`config.mk`:
```
export PLATFORM = sky130hd
export DESIGN_NAME = lw_sha_fifo_interface_ctrl
export DESIGN_NICKNAME = d
export VERILOG_FILES = /design/src/rtl/lw_sha_regs_pkg.sv /design/src/rtl/lw_sha_word_fifo.sv /design/src/rtl/lw_sha_fifo_interface_ctrl.sv
export SDC_FILE = /design/constraint.sdc
export NUM_CORES = 1
export LEC_CHECK = 0
export ABC_CLOCK_PERIOD_IN_PS = 3400
export CAP_MARGIN = 10
export CORE_MARGIN = 4
export CORE_UTILIZATION = 40
export CTS_BUF_LIST = sky130_fd_sc_hd__clkbuf_16
export CTS_CLUSTER_DIAMETER = 120
export CTS_CLUSTER_SIZE = 24
export DETAILED_ROUTE_END_ITERATION = 8
export SLEW_MARGIN = 15
export SYNTH_ARGS = -nofsm -noshare
export SYNTH_HDL_FRONTEND = slang
export SYNTH_SLANG_ARGS = --single-unit
```
`constraint.sdc`:
```
create_clock -name clk_i -period 3.4 [get_ports clk_i]
set_input_delay 0.51 -clock clk_i [delete_from_list [all_inputs] [get_ports clk_i]]
set_output_delay 0.51 -clock clk_i [all_outputs]
set_load 0.1 [all_outputs]
```
`src/rtl/lw_sha_regs_pkg.sv`:
```
// Register map, bit positions, control FSM states and register layouts for the
// lightweight SHA/HMAC bus-side control block.
package lw_sha_regs_pkg;

    localparam logic [11:0] ADDR_ID      = 12'h000;
    localparam logic [11:0] ADDR_CFG     = 12'h010;
    localparam logic [11:0] ADDR_CTL     = 12'h020;
    localparam logic [11:0] ADDR_STS     = 12'h030;
    localparam logic [11:0] ADDR_IE      = 12'h040;
    localparam logic [11:0] ADDR_FLVL    = 12'h050;
    localparam logic [11:0] ADDR_HASH_LO = 12'h100;
    localparam logic [11:0] ADDR_HASH_HI = 12'h13F;
    localparam logic [11:0] ADDR_DIN     = 12'h140;
    localparam logic [11:0] ADDR_KEY     = 12'h150;

    localparam int unsigned CFG_NEWKEY_BIT = 4;
    localparam int unsigned CFG_BSWAP_BIT  = 8;
    localparam int unsigned CFG_SRST_BIT   = 31;

    localparam int unsigned CTL_INIT_BIT  = 0;
    localparam int unsigned CTL_LAST_BIT  = 1;
    localparam int unsigned CTL_ABORT_BIT = 2;

    localparam int unsigned STS_AVL_BIT  = 0;
    localparam int unsigned STS_RDYD_BIT = 1;
    localparam int unsigned STS_RDYK_BIT = 2;
    localparam int unsigned STS_DERR_BIT = 3;
    localparam int unsigned STS_BUSY_BIT = 4;
    localparam int unsigned STS_FID_BIT  = 5;
    localparam int unsigned STS_OVF_BIT  = 6;
    localparam int unsigned STS_W        = 7;

    typedef enum logic [2:0] {
        ST_IDLE,
        ST_ARM,
        ST_RUN,
        ST_DRAIN,
        ST_WAIT_DONE
    } ctrl_state_e;

    typedef struct packed {
        logic       srst;
        logic       bswap;
        logic       hmacnewkey;
        logic [3:0] opcode;
    } cfg_t;

    // Field order matches the STS/IE bit positions (ovf is bit 6, avl bit 0).
    typedef struct packed {
        logic ovf;
        logic fid;
        logic busy;
        logic derr;
        logic rdyk;
        logic rdyd;
        logic avl;
    } sts_t;

    typedef struct packed {
        logic ovf;
        logic fid;
        logic busy;
        logic derr;
        logic rdyk;
        logic rdyd;
        logic avl;
    } ie_t;

    localparam ie_t IE_RST = ie_t'(7'h02);

    function automatic logic [31:0] cfg_to_reg(input cfg_t c);
        return {c.srst, 22'b0, c.bswap, 3'b0, c.hmacnewkey, c.opcode};
    endfunction

endpackage

```
`src/rtl/lw_sha_word_fifo.sv`:
```
// Core-word FIFO feeding the hash core; flush clears occupancy, push+pop when
// full is accepted.
module lw_sha_word_fifo #(
    parameter int unsigned WORD_W     = 64,
    parameter int unsigned FIFO_DEPTH = 4
) (
    input  logic                          clk_i,
    input  logic                          rst_ni,
    input  logic                          flush_i,
    input  logic                          push_i,
    input  logic [WORD_W-1:0]             data_i,
    input  logic                          pop_i,
    output logic [WORD_W-1:0]             data_o,
    output logic                          full_o,
    output logic                          empty_o,
    output logic [$clog2(FIFO_DEPTH):0]   level_o
);
    localparam int unsigned PTR_W = $clog2(FIFO_DEPTH);
    localparam int unsigned LVL_W = PTR_W + 1;

    logic [WORD_W-1:0] mem_q [FIFO_DEPTH];
    logic [PTR_W-1:0]  wptr_q, rptr_q;
    logic [LVL_W-1:0]  cnt_q;
    logic              push_ok, pop_ok;

    assign full_o  = (cnt_q == LVL_W'(FIFO_DEPTH));
    assign empty_o = (cnt_q == '0);
    assign level_o = cnt_q;
    assign data_o  = mem_q[rptr_q];
    assign pop_ok  = pop_i && !empty_o;
    assign push_ok = push_i && (!full_o || pop_ok);

    always_ff @(posedge clk_i or negedge rst_ni) begin
        if (!rst_ni) begin
            wptr_q <= '0;
            rptr_q <= '0;
            cnt_q  <= '0;
            for (int i = 0; i < FIFO_DEPTH; i++) begin
                mem_q[i] <= '0;
            end
        end else if (flush_i) begin
            wptr_q <= '0;
            rptr_q <= '0;
            cnt_q  <= '0;
        end else begin
            if (push_ok) begin
                mem_q[wptr_q] <= data_i;
                wptr_q        <= wptr_q + PTR_W'(1);
            end
            if (pop_ok) begin
                rptr_q <= rptr_q + PTR_W'(1);
            end
            case ({push_ok, pop_ok})
                2'b10:   cnt_q <= cnt_q + LVL_W'(1);
                2'b01:   cnt_q <= cnt_q - LVL_W'(1);
                default: cnt_q <= cnt_q;
            endcase
        end
    end

endmodule

```
`src/rtl/lw_sha_fifo_interface_ctrl.sv`:
```
// Bus register/control block for the lightweight SHA/HMAC core: DIN FIFO, key
// packer, command FSM and digest capture. SHA_DIN_BYTE_SWAP_EN enables CFG.bswap.
module lw_sha_fifo_interface_ctrl
    import lw_sha_regs_pkg::*;
#(
    parameter int unsigned BUS_W      = 32,
    parameter int unsigned WORD_W     = 64,
    parameter int unsigned FIFO_DEPTH = 4,
    parameter logic [31:0] ID_VAL     = 32'h0
) (
    input  logic                  clk_i,
    input  logic                  resetn_i,
    input  logic                  wr_i,
    input  logic [11:0]           waddr_i,
    input  logic [BUS_W-1:0]      wdata_i,
    output logic                  wr_ack_o,
    input  logic                  rd_i,
    input  logic [11:0]           raddr_i,
    output logic [BUS_W-1:0]      rdata_o,
    output logic                  read_valid_o,
    output logic                  slv_error_o,
    output logic                  irq_o,
    output logic [WORD_W-1:0]     data_o,
    output logic                  valid_o,
    input  logic                  ready_i,
    output logic [WORD_W-1:0]     key_o,
    output logic                  key_valid_o,
    input  logic                  key_ready_i,
    output logic                  start_o,
    output logic                  last_o,
    output logic                  abort_o,
    output logic [3:0]            opcode_o,
    output logic                  new_key_o,
    input  logic                  core_ready_i,
    input  logic                  done_i,
    input  logic                  fault_inj_det_i,
    input  logic [8*WORD_W-1:0]   hash_i,
    output logic                  dma_wr_req_o,
    output logic                  dma_rd_req_o,
    output logic                  core_reset_o
);
    localparam int unsigned LVL_W       = $clog2(FIFO_DEPTH) + 1;
    localparam int unsigned NBYTES      = BUS_W / 8;
    localparam int unsigned BYTE_SH     = $clog2(NBYTES);
    localparam int unsigned HASH_CHUNKS = (8 * WORD_W) / BUS_W;

    ctrl_state_e state_q, state_d;
    cfg_t        cfg_q, cfg_d;
    ie_t         ie_q, ie_d;
    sts_t        sts_c;
    logic        avl_q, avl_d, derr_q, derr_d, ovf_q, ovf_d;
    logic        din_half_q, din_half_d, key_half_q, key_half_d;
    logic [31:0] din_hi_q, din_hi_d, key_hi_q, key_hi_d;
    logic [WORD_W-1:0] key_q, key_d;
    logic        key_valid_q, key_valid_d;
    logic [HASH_CHUNKS-1:0][BUS_W-1:0] hash_q, hash_d;
    logic        start_q, start_d, last_q, last_d, abort_q, abort_d;
    logic        avl_set, avl_clr;

    logic [BUS_W-1:0]  bus_word;
    logic              mode32, pack_mode;
    logic              cfg_wr, ctl_wr, sts_wr, ie_wr, din_wr, key_wr, abort_req, soft_rst;
    logic              din_drop, din_push, key_drop, key_ld;
    logic [WORD_W-1:0] din_word, key_word;
    logic              fifo_full, fifo_empty, fifo_pop;
    logic [LVL_W-1:0]  fifo_level;
    logic [5-BYTE_SH:0] hash_idx;

`ifdef SHA_DIN_BYTE_SWAP_EN
    function automatic logic [BUS_W-1:0] byte_rev(input logic [BUS_W-1:0] w);
        logic [BUS_W-1:0] r;
        r = '0;
        for (int b = 0; b < NBYTES; b++) begin
            r[8*b +: 8] = w[8*(NBYTES-1-b) +: 8];
        end
        return r;
    endfunction
    assign bus_word = cfg_q.bswap ? byte_rev(wdata_i) : wdata_i;
`else
    assign bus_word = wdata_i;
`endif

    // 32-bit algorithms (opcode[3:2]==0) use one bus write per zero-extended word.
    function automatic logic [WORD_W-1:0] form_word(input logic [31:0] hi,
                                                    input logic [BUS_W-1:0] w,
                                                    input logic pack, input logic m32);
        if (pack)     return WORD_W'({hi, w[31:0]});
        else if (m32) return WORD_W'(w[31:0]);
        else          return WORD_W'(w);
    endfunction

    assign mode32    = (WORD_W == 32) || (cfg_q.opcode[3:2] == 2'b00);
    assign pack_mode = (WORD_W == 64) && (BUS_W == 32) && !mode32;

    assign cfg_wr    = wr_i && (waddr_i == ADDR_CFG);
    assign ctl_wr    = wr_i && (waddr_i == ADDR_CTL);
    assign sts_wr    = wr_i && (waddr_i == ADDR_STS);
    assign ie_wr     = wr_i && (waddr_i == ADDR_IE);
    assign din_wr    = wr_i && (waddr_i == ADDR_DIN);
    assign key_wr    = wr_i && (waddr_i == ADDR_KEY);
    assign abort_req = ctl_wr && wdata_i[CTL_ABORT_BIT];
    assign soft_rst  = cfg_q.srst;

    assign fifo_pop  = !fifo_empty && ready_i;
    assign din_drop  = din_wr && fifo_full && !ready_i;
    assign din_push  = din_wr && !din_drop && (!pack_mode || din_half_q);
    assign din_word  = form_word(din_hi_q, bus_word, pack_mode, mode32);
    assign key_drop  = key_wr && key_valid_q && !key_ready_i;
    assign key_ld    = key_wr && !key_drop && (!pack_mode || key_half_q);
    assign key_word  = form_word(key_hi_q, bus_word, pack_mode, mode32);

    lw_sha_word_fifo #(
        .WORD_W     (WORD_W),
        .FIFO_DEPTH (FIFO_DEPTH)
    ) u_din_fifo (
        .clk_i   (clk_i),
        .rst_ni  (resetn_i),
        .flush_i (abort_req || soft_rst),
        .push_i  (din_push),
        .data_i  (din_word),
        .pop_i   (fifo_pop),
        .data_o  (data_o),
        .full_o  (fifo_full),
        .empty_o (fifo_empty),
        .level_o (fifo_level)
    );

    always_comb begin
        state_d     = state_q;
        cfg_d       = cfg_q;
        ie_d        = ie_q;
        hash_d      = hash_q;
        start_d     = 1'b0;
        last_d      = 1'b0;
        abort_d     = 1'b0;
        avl_set     = 1'b0;
        avl_clr     = 1'b0;
        din_half_d  = din_half_q;
        din_hi_d    = din_hi_q;
        key_half_d  = key_half_q;
        key_hi_d    = key_hi_q;
        key_d       = key_q;
        key_valid_d = key_valid_q && !key_ready_i;

        case (state_q)
            ST_IDLE:  if (ctl_wr && wdata_i[CTL_INIT_BIT]) state_d = ST_ARM;
            ST_ARM: begin
                if (core_ready_i) begin
                    start_d = 1'b1;
                    avl_clr = 1'b1;
                    state_d = ST_RUN;
                end
            end
            ST_RUN:   if (ctl_wr && wdata_i[CTL_LAST_BIT]) state_d = ST_DRAIN;
            ST_DRAIN: begin
                if (fifo_empty && !din_half_q && !key_half_q) begin
                    last_d  = 1'b1;
                    state_d = ST_WAIT_DONE;
                end
            end
            ST_WAIT_DONE: begin
                if (done_i) begin
                    hash_d  = hash_i;
                    avl_set = 1'b1;
                    state_d = ST_IDLE;
                end
            end
            default:  state_d = ST_IDLE;
        endcase

        // Packers: first write of a pair parks the high half.
        if (din_wr && !din_drop && pack_mode) begin
            din_half_d = !din_half_q;
            if (!din_half_q) din_hi_d = bus_word[31:0];
        end
        if (key_wr && !key_drop && pack_mode) begin
            key_half_d = !key_half_q;
            if (!key_half_q) key_hi_d = bus_word[31:0];
        end
        if (key_ld) begin
            key_d       = key_word;
            key_valid_d = 1'b1;
        end

        if (abort_req) begin
            state_d    = ST_IDLE;
            start_d    = 1'b0;
            last_d     = 1'b0;
            abort_d    = 1'b1;
            avl_set    = 1'b0;
            avl_clr    = 1'b0;
            hash_d     = hash_q;
            din_half_d = 1'b0;
            key_half_d = 1'b0;
        end

        if (cfg_wr) begin
            cfg_d.opcode     = wdata_i[3:0];
            cfg_d.hmacnewkey = wdata_i[CFG_NEWKEY_BIT];
            cfg_d.srst       = wdata_i[CFG_SRST_BIT];
`ifdef SHA_DIN_BYTE_SWAP_EN
            cfg_d.bswap      = wdata_i[CFG_BSWAP_BIT];
`endif
        end
        if (ie_wr) ie_d = ie_t'(wdata_i[STS_W-1:0]);

        // Sticky status: a set event beats a write-1-to-clear in the same cycle.
        derr_d = (din_drop || key_drop) ? 1'b1 :
                 (sts_wr && wdata_i[STS_DERR_BIT]) ? 1'b0 : derr_q;
        ovf_d  = din_drop ? 1'b1 :
                 (sts_wr && wdata_i[STS_OVF_BIT]) ? 1'b0 : ovf_q;
        avl_d  = avl_set ? 1'b1 :
                 (avl_clr || (sts_wr && wdata_i[STS_AVL_BIT])) ? 1'b0 : avl_q;

        if (soft_rst) begin
            state_d     = ST_IDLE;
            cfg_d       = '0;
            ie_d        = IE_RST;
            hash_d      = '0;
            start_d     = 1'b0;
            last_d      = 1'b0;
            abort_d     = 1'b0;
            avl_d       = 1'b0;
            derr_d      = 1'b0;
            ovf_d       = 1'b0;
            din_half_d  = 1'b0;
            din_hi_d    = '0;
            key_half_d  = 1'b0;
            key_hi_d    = '0;
            key_d       = '0;
            key_valid_d = 1'b0;
        end
    end

    always_ff @(posedge clk_i or negedge resetn_i) begin
        if (!resetn_i) begin
            state_q     <= ST_IDLE;
            cfg_q       <= '0;
            ie_q        <= IE_RST;
            hash_q      <= '0;
            start_q     <= 1'b0;
            last_q      <= 1'b0;
            abort_q     <= 1'b0;
            avl_q       <= 1'b0;
            derr_q      <= 1'b0;
            ovf_q       <= 1'b0;
            din_half_q  <= 1'b0;
            din_hi_q    <= '0;
            key_half_q  <= 1'b0;
            key_hi_q    <= '0;
            key_q       <= '0;
            key_valid_q <= 1'b0;
        end else begin
            state_q     <= state_d;
            cfg_q       <= cfg_d;
            ie_q        <= ie_d;
            hash_q      <= hash_d;
            start_q     <= start_d;
            last_q      <= last_d;
            abort_q     <= abort_d;
            avl_q       <= avl_d;
            derr_q      <= derr_d;
            ovf_q       <= ovf_d;
            din_half_q  <= din_half_d;
            din_hi_q    <= din_hi_d;
            key_half_q  <= key_half_d;
            key_hi_q    <= key_hi_d;
            key_q       <= key_d;
            key_valid_q <= key_valid_d;
        end
    end

    always_comb begin
        sts_c      = '0;
        sts_c.avl  = avl_q;
        sts_c.rdyd = !fifo_full;
        sts_c.rdyk = key_ready_i && !key_valid_q;
        sts_c.derr = derr_q;
        sts_c.busy = (state_q != ST_IDLE);
        sts_c.fid  = fault_inj_det_i;
        sts_c.ovf  = ovf_q;
    end

    assign hash_idx = raddr_i[5:BYTE_SH];

    always_comb begin
        rdata_o      = '0;
        read_valid_o = 1'b0;
        if (rd_i) begin
            read_valid_o = 1'b1;
            case (raddr_i)
                ADDR_ID:   rdata_o = BUS_W'(ID_VAL);
                ADDR_CFG:  rdata_o = BUS_W'(cfg_to_reg(cfg_q));
                ADDR_STS:  rdata_o = BUS_W'(sts_c);
                ADDR_IE:   rdata_o = BUS_W'(ie_q);
                ADDR_FLVL: rdata_o = BUS_W'(fifo_level);
                ADDR_CTL, ADDR_DIN, ADDR_KEY: rdata_o = '0;
                default: begin
                    if (raddr_i >= ADDR_HASH_LO && raddr_i <= ADDR_HASH_HI) begin
                        if (32'(hash_idx) < HASH_CHUNKS) rdata_o = hash_q[hash_idx];
                    end else begin
                        read_valid_o = 1'b0;
                    end
                end
            endcase
        end
    end

    assign wr_ack_o     = wr_i;
    assign slv_error_o  = din_drop || key_drop;
    assign irq_o        = |(STS_W'(sts_c) & STS_W'(ie_q));
    assign valid_o      = !fifo_empty;
    assign key_o        = key_q;
    assign key_valid_o  = key_valid_q;
    assign start_o      = start_q;
    assign last_o       = last_q;
    assign abort_o      = abort_q;
    assign opcode_o     = cfg_q.opcode;
    assign new_key_o    = cfg_q.hmacnewkey;
    assign dma_wr_req_o = !fifo_full;
    assign dma_rd_req_o = avl_q;
    assign core_reset_o = !cfg_q.srst;

endmodule

```
==> flow_metrics.env, run 1 <==
export IMPL_viasPerCell=6.06
export IMPL_p_int_uw=14700
export IMPL_cts_htree_levels=2
export IMPL_worstPathArrival_ps=2850
export IMPL_ios=754
export IMPL_finalMaxSlewViolations=0
export IMPL_yosysSeqAreaShare=0.521
export IMPL_fin_util=0.508
export IMPL_swShare=0.265
export IMPL_clock_fmax_ghz=0.298
export IMPL_antenna_found_initial=59
export IMPL_combinationalPowerShare=0.133
export IMPL_grt_pass1_vias=37300
export IMPL_rsz0062_at_grt="no"
export IMPL_setup_viol=0
export IMPL_synth_seq_cells=928
export IMPL_synth_edff_count=0
export IMPL_dp_hpwl_um=128000
export IMPL_crit_type="primary input to output pin"
export IMPL_grt_max_degree=203
export IMPL_clock_root_buffer="clkbuf_16"
export IMPL_die_y_um=342
export IMPL_dr_pass1_iters=6
export IMPL_synthCells=4130
export IMPL_start_kind="primary input"
export IMPL_wl_per_cell_um=28.7
export IMPL_vdd_ir_drop_max_mv=0.346
export IMPL_gp_congestion=0.922
export IMPL_io_buffers=753
export IMPL_drt_wl_total_um=178000
export IMPL_leakage_uw=0.0238
export IMPL_num_rows=122
export IMPL_hp_class="primary input to flip-flop"
export IMPL_grtUsageTotal=0.295
export IMPL_synth_top_area_cell="dfrtp_1"
export IMPL_fin_worst_skew_ps=11.9
export IMPL_status="finished, final reports clean"
export IMPL_p_total_uw=20000
export IMPL_busiest_layer="met2"
export IMPL_area_growth_pct=26.3
export IMPL_max_slew_margin=0.282
export IMPL_drive_above_1_share=0.185
export IMPL_critPathRequiredTime_ps=2890
export IMPL_die_area_um2=117000
export IMPL_num_vias=37600
export IMPL_grt_pass1_wl_um=257000
export IMPL_syn_num_nets=4713
export IMPL_power_switching_uw=5300
export IMPL_ant_nets=0
export IMPL_dpl_worst_slack_ps=-169
export IMPL_grt_overflow_total=0
export IMPL_syn_avg_cell_area_um2=10.8
export IMPL_nNetsFinal=5262
export IMPL_path_clk_slew_ps=110
export IMPL_p_clk_frac=0.307
export IMPL_met3_usage=0.0621
export IMPL_clock_path_buffers=3
export IMPL_post_route_period_util=0.988
export IMPL_yosys_cell_types_count=68
export IMPL_drc=0
export IMPL_fp_dieW_um=342
export IMPL_met2_usage=0.482
export IMPL_clock_sinks=928
export IMPL_synth_area_leaders="dfrtp_1 (52%), mux4_2 (9.2%), a21oi_1 (7.3%)"
export IMPL_initialDrtViolationCount=4070
export IMPL_synth_ff_type="dfrtp_1"
export IMPL_hold_violations=0
export IMPL_p_seq_frac=0.560
export IMPL_synthArstFlopShare=1.00
export IMPL_powerDensity_nw_per_um2=355
export IMPL_cts_tree="yes"
export IMPL_crit_fanout=3
export IMPL_tightest_slew_ps=1080
export IMPL_cts_buffers=44
export IMPL_yosysTopAreaCellShare=0.521
export IMPL_fin_ws_ps=39.5
export IMPL_endpoint_kind="output pin"
export IMPL_yosysWarningCount=0
export IMPL_use_met1=0.382
export IMPL_core_area_um2=111000
export IMPL_clk_latency_ps=670
export IMPL_start_util=0.402
export IMPL_netlist_area_um2=44500
export IMPL_cap_violations=0
export IMPL_min_period_ps=3360
worst max-delay path, stage by stage:
cell and delay (ps):
clkdlybuf4s50_1 400, or4b_4 610, buf_4 180, nor4b_2 350, o21ai_0 190, nand4_1 280
buf_12 160, buf_12 160
stage by stage:
step                hold slack (ps)  setup TNS (ps)  instances  cell area, um2
finish                          379               0       6204           56300
global route                    358               0       6196           56200
CTS                             342               0       6173           56200
global placement                468           -6870       6120           55000
floorplan                       214            -130       4130           44900
detailed placement              477           -6470       6120           55000
layout make-up:
type	instances	area [um2]
Clock buffer	44	1100
Multi-Input combinational cell	2735	19900
Timing Repair Buffer	962	9980
Inverter	8	30.0
Sequential cell	928	23200
Fill cell	10100	54400
Clock inverter	8	71.3
Tap cell	1488	1860
Antenna cell	31	77.6
kinds of logic (layout without fill, tap and decap cells):
family                   Yosys count  count (layout)  synth area share
multiplexers                     523             523             0.176
adder cells (fa/ha/maj)            6               6           0.00185
buffers and inverters            467            1022            0.0423
XOR/XNOR                           5               5          0.000983
flip-flops                       928             928             0.521
other                              0              31                 0
AO/OA/AOI/OAI                   1371            1371             0.158
AND/OR/NAND/NOR                  830             830            0.0997
layer usage:
| layer | vias up | routed length (um) |
|---|---|---|
| met3 | 287 | 13700 |
| met2 | 1528 | 86300 |
| met5 | - | 264 |
| li1 | 16400 | - |
| met1 | 19400 | 69800 |
| met4 | 38 | 8080 |
cell usage after synthesis (4+ instances only):
master / instances
a2111oi_0: 4
a21oi_1: 651
a22oi_1: 9
and2_1: 36
buf_1: 73
buf_2: 23
buf_6: 13
clkbuf_1: 347
dfrtp_1: 927
ha_1: 5
inv_1: 7
mux2_1: 10
mux2_2: 247
mux2i_1: 85
mux4_2: 181
nand2_1: 17
nand2b_1: 6
nand3_1: 587
nand3b_1: 7
nand4_1: 74
nor2_1: 39
nor2b_1: 10
nor3_1: 11
nor4b_1: 9
o21ai_0: 651
o22ai_1: 27
power by group through the flow:
stage                     Clock (uW)  Combinational [uW]  Sequential (uW)
after detailed placement           0                2660            11400
after floorplan                    0                1120            11300
after global placement             0                2670            11400
after CTS                       6280                2680            11200
after global routing            6590                2790            11200
final                           6130                2650            11200
sequential cells by signal, summed over array words and instances (netlist names), 2 cells and up:
name / count
din_hi_q: 32
opcode_o: 4
key_hi_q: 32
state_q: 3
u_din_fifo.mem_q: 256
key_o: 64
u_din_fifo.rptr_q: 2
hash_q: 512
u_din_fifo.wptr_q: 2
ie_q: 7
u_din_fifo.level_o: 3
cells in the final DEF (no fill, tap or decap), drive strengths merged, types with 10 or more instances in the layout:
cell type	Yosys	routed
buf	110	326
nand3	587	587
o22ai	27	27
nor4b	10	10
mux4	181	181
diode	0	31
clkbuf	349	45
o21ai	651	651
mux2	257	257
clkdlybuf4s50	0	634
mux2i	85	85
nand4	78	78
nor3	11	11
nand2	17	17
nor2	39	39
nor2b	10	10
and2	36	36
dfrtp	927	927
a21oi	651	651
inv	8	11
worst paths after layout:
| kind | from | to | slack [ps] | cells after the start |
|---|---|---|---|---|
| setup reg to reg | opcode_o[3] | din_hi_q[12] | 660 | 6 |
| min in group asynchronous | resetn_i | u_din_fifo.mem_q[112] | 420 | 2 |
| max in group asynchronous | resetn_i | hash_q[447] | 1980 | 3 |
| hold reg to reg | u_din_fifo.mem_q[4] | u_din_fifo.mem_q[4] | 500 | 1 |
| setup / recovery | raddr_i[11] | rdata_o[0] | 40 | 8 |
| hold / removal | hash_i[47] | hash_q[47] | 380 | 3 |
timing repair:
action	4_1_cts	5_1_grt
endpoints found under the hold margin	34	0
setup endpoints to repair	30	0
hold buffers	1	0
buffers inserted	0	0
resized for setup	1	0
(Power assumes the default switching activity.)
==> inputs of run 2 (changes only) <==
--- a/config.mk
+++ b/config.mk
@@ -13,6 +13,7 @@
 export CTS_CLUSTER_DIAMETER = 120
 export CTS_CLUSTER_SIZE = 24
 export DETAILED_ROUTE_END_ITERATION = 8
+export GPL_TIMING_DRIVEN = 0
 export SLEW_MARGIN = 15
 export SYNTH_ARGS = -nofsm -noshare
 export SYNTH_HDL_FRONTEND = slang
==> flow_metrics.env, run 2 (synthesized netlist as in run 1, its figures left out) <==
export IMPL_clock_root_buffer="clkbuf_16"
export IMPL_start_kind="primary input"
export IMPL_timing_hold_ws_ps=311
export IMPL_layout_cells_most_common="dfrtp_1"
export IMPL_crit_type="primary input to output pin"
export IMPL_violations="setup timing"
export IMPL_cts_buffers=45
export IMPL_min_period_ps=3440
export IMPL_hold_violations=0
export IMPL_hold_end="key_o[4]"
export IMPL_dp_hpwl_um=155000
export IMPL_ios=754
export IMPL_final_cells=6452
export IMPL_crit_chain="clkbuf_4, clkbuf_4, clkbuf_8, mux4_2, nand4_1, nand4_1, buf_12"
export IMPL_max_stage_delay_ps=550
export IMPL_die_area_um2=117000
export IMPL_critPathRequiredTime_ps=2890
export IMPL_fin_area_um2=56300
export IMPL_grt_pass1_vias=39400
export IMPL_worst_r2r_startpoint="opcode_o[3]"
export IMPL_clk_latency_ps=680
export IMPL_status="complete, but fails checks"
export IMPL_final_cell_mix="dfrtp_1 (927), a21oi_1 (651), o21ai_0 (649), clkdlybuf4s50_1 (639), nand3_1 (587)"
export IMPL_initialDrtViolationCount=3750
export IMPL_fin_ws_ps=-39.4
export IMPL_fin_worst_skew_ps=27.8
export IMPL_whs_path_depth=3
export IMPL_grt_pass1_wl_um=279000
export IMPL_die_y_um=342
export IMPL_tightest_slew_ps=1250
export IMPL_vdd_ir_drop_max_mv=0.357
export IMPL_crit_fanout=10
export IMPL_num_vias=39200
export IMPL_drt_wl_total_um=199000
export IMPL_path_clk_slew_ps=100
export IMPL_antenna_found_initial=20
export IMPL_finalMaxSlewViolations=0
export IMPL_clock_sinks=928
export IMPL_largest_reg_flops=512
export IMPL_rsz0062_at_grt="yes"
export IMPL_p_total_uw=20200
export IMPL_r2r_setup_slack_ps=60
export IMPL_leakage_uw=0.0235
export IMPL_io_buffers=746
export IMPL_hp_start="wdata_i[4]"
export IMPL_critPathSlowestCell="nand4_1"
export IMPL_powerDensity_nw_per_um2=360
export IMPL_grt_overflow_total=0
export IMPL_clock_fmax_ghz=0.291
export IMPL_placed_cell_area_um2=54500
export IMPL_grtUsageTotal=0.331
export IMPL_endpoint_kind="output pin"
export IMPL_wl_per_cell_um=30.8
export IMPL_core_area_um2=111000
export IMPL_nNetsFinal=5531
export IMPL_clock_path_buffers=3
export IMPL_num_rows=122
export IMPL_placed_cells=6372
export IMPL_largest_register="hash_q"
export IMPL_ant_nets=0
export IMPL_gp_congestion=0.952
export IMPL_cts_htree_levels=2
export IMPL_area_growth_pct=26.3
export IMPL_grt_max_degree=146
export IMPL_setup_viol=1
export IMPL_cap_violations=0
export IMPL_start_util=0.402
export IMPL_post_route_period_util=1.01
export IMPL_fp_dieW_um=342
export IMPL_viasPerCell=6.07
export IMPL_drc=0
export IMPL_max_slew_margin=0.157
export IMPL_drive_above_1_share=0.156
export IMPL_hp_class="primary input to flip-flop"
export IMPL_fin_util=0.508
export IMPL_cts_tree="yes"
export IMPL_dr_pass1_iters=6
export IMPL_worst_r2r_endpoint="u_din_fifo.mem_q[206]"
export IMPL_reg2reg_depth=6
export IMPL_worstPathArrival_ps=2930
[run 2: cell count changes in the layout (fill, tap and decap cells not counted), sizes merged]
cell	change
clkbuf	+345
buf	-127
clkdlybuf4s15	+32
diode	-19
dlygate4sd2	+13
clkdlybuf4s50	+5
clkinv	-2
clkdlybuf4s18	+1
[run 2: per-layer routing]
metal | global-route usage | wire, um | vias up
met5 | 0 | 100 | -
met4 | 0.185 | 12900 | 16
met3 | 0.0708 | 16300 | 422
met2 | 0.535 | 93800 | 1797
met1 | 0.415 | 75700 | 20000
li1 | - | - | 16900
[run 2: critical path, delay by kind of cell]
family,cells,cell delay [ps]
buffers and inverters,4,1290
AND/OR/NAND/NOR,2,680
multiplexers,1,410
[run 2: where the power goes]
part / switching [uW] / internal (uW)
clock: 3830 / 2430
combinational: 1650 / 1210
sequential: 55.4 / 11100
total: 5540 / 14700
[run 2: area by class of cell]
type | count | area [um2]
Multi-Input combinational cell | 2735 | 20000
Clock buffer | 45 | 1130
Antenna cell | 12 | 30.0
Fill cell | 10200 | 54400
Tap cell | 1488 | 1860
Inverter | 8 | 30.0
Timing Repair Buffer | 775 | 7820
Buffer | 455 | 2120
Sequential cell | 928 | 23200
Clock inverter | 6 | 77.6
[run 2: repair_timing]
| action | 4_1_cts | 5_1_grt |
|---|---|---|
| hold buffers | 1 | 0 |
| cloned | 1 | 0 |
| setup buffers | 16 | 3 |
| resized for setup | 629 | 35 |
| pin swaps | 9 | 3 |
| endpoints found under the hold margin | 101 | 0 |
| endpoints found under the setup margin | 591 | 223 |
[run 2: how the worst max path moves through the flow]
| stage | startpoint | end | slack (ps) |
|---|---|---|---|
| 5_1_grt | raddr_i[10] | rdata_o[0] | -10 |
| 6_report | raddr_i[3] | rdata_o[0] | -40 |
| 3_3_place_gp | resetn_i | hash_q[175] | -41270 |
| 3_5_place_dp | raddr_i[3] | rdata_o[16] | -2500 |
| 4_1_cts | raddr_i[10] | rdata_o[0] | -10 |
| 2_1_floorplan | raddr_i[11] | rdata_o[3] | -60 |
[run 2: through the flow]
stage          setup WS [ps]  setup TNS (ps)
2_1_floorplan          -63.9            -130
3_3_place_gp          -41270               -
3_5_place_dp           -2500         -777350
4_1_cts                -12.2           -21.6
5_1_grt                -13.1           -14.3
6_report               -39.4           -39.4
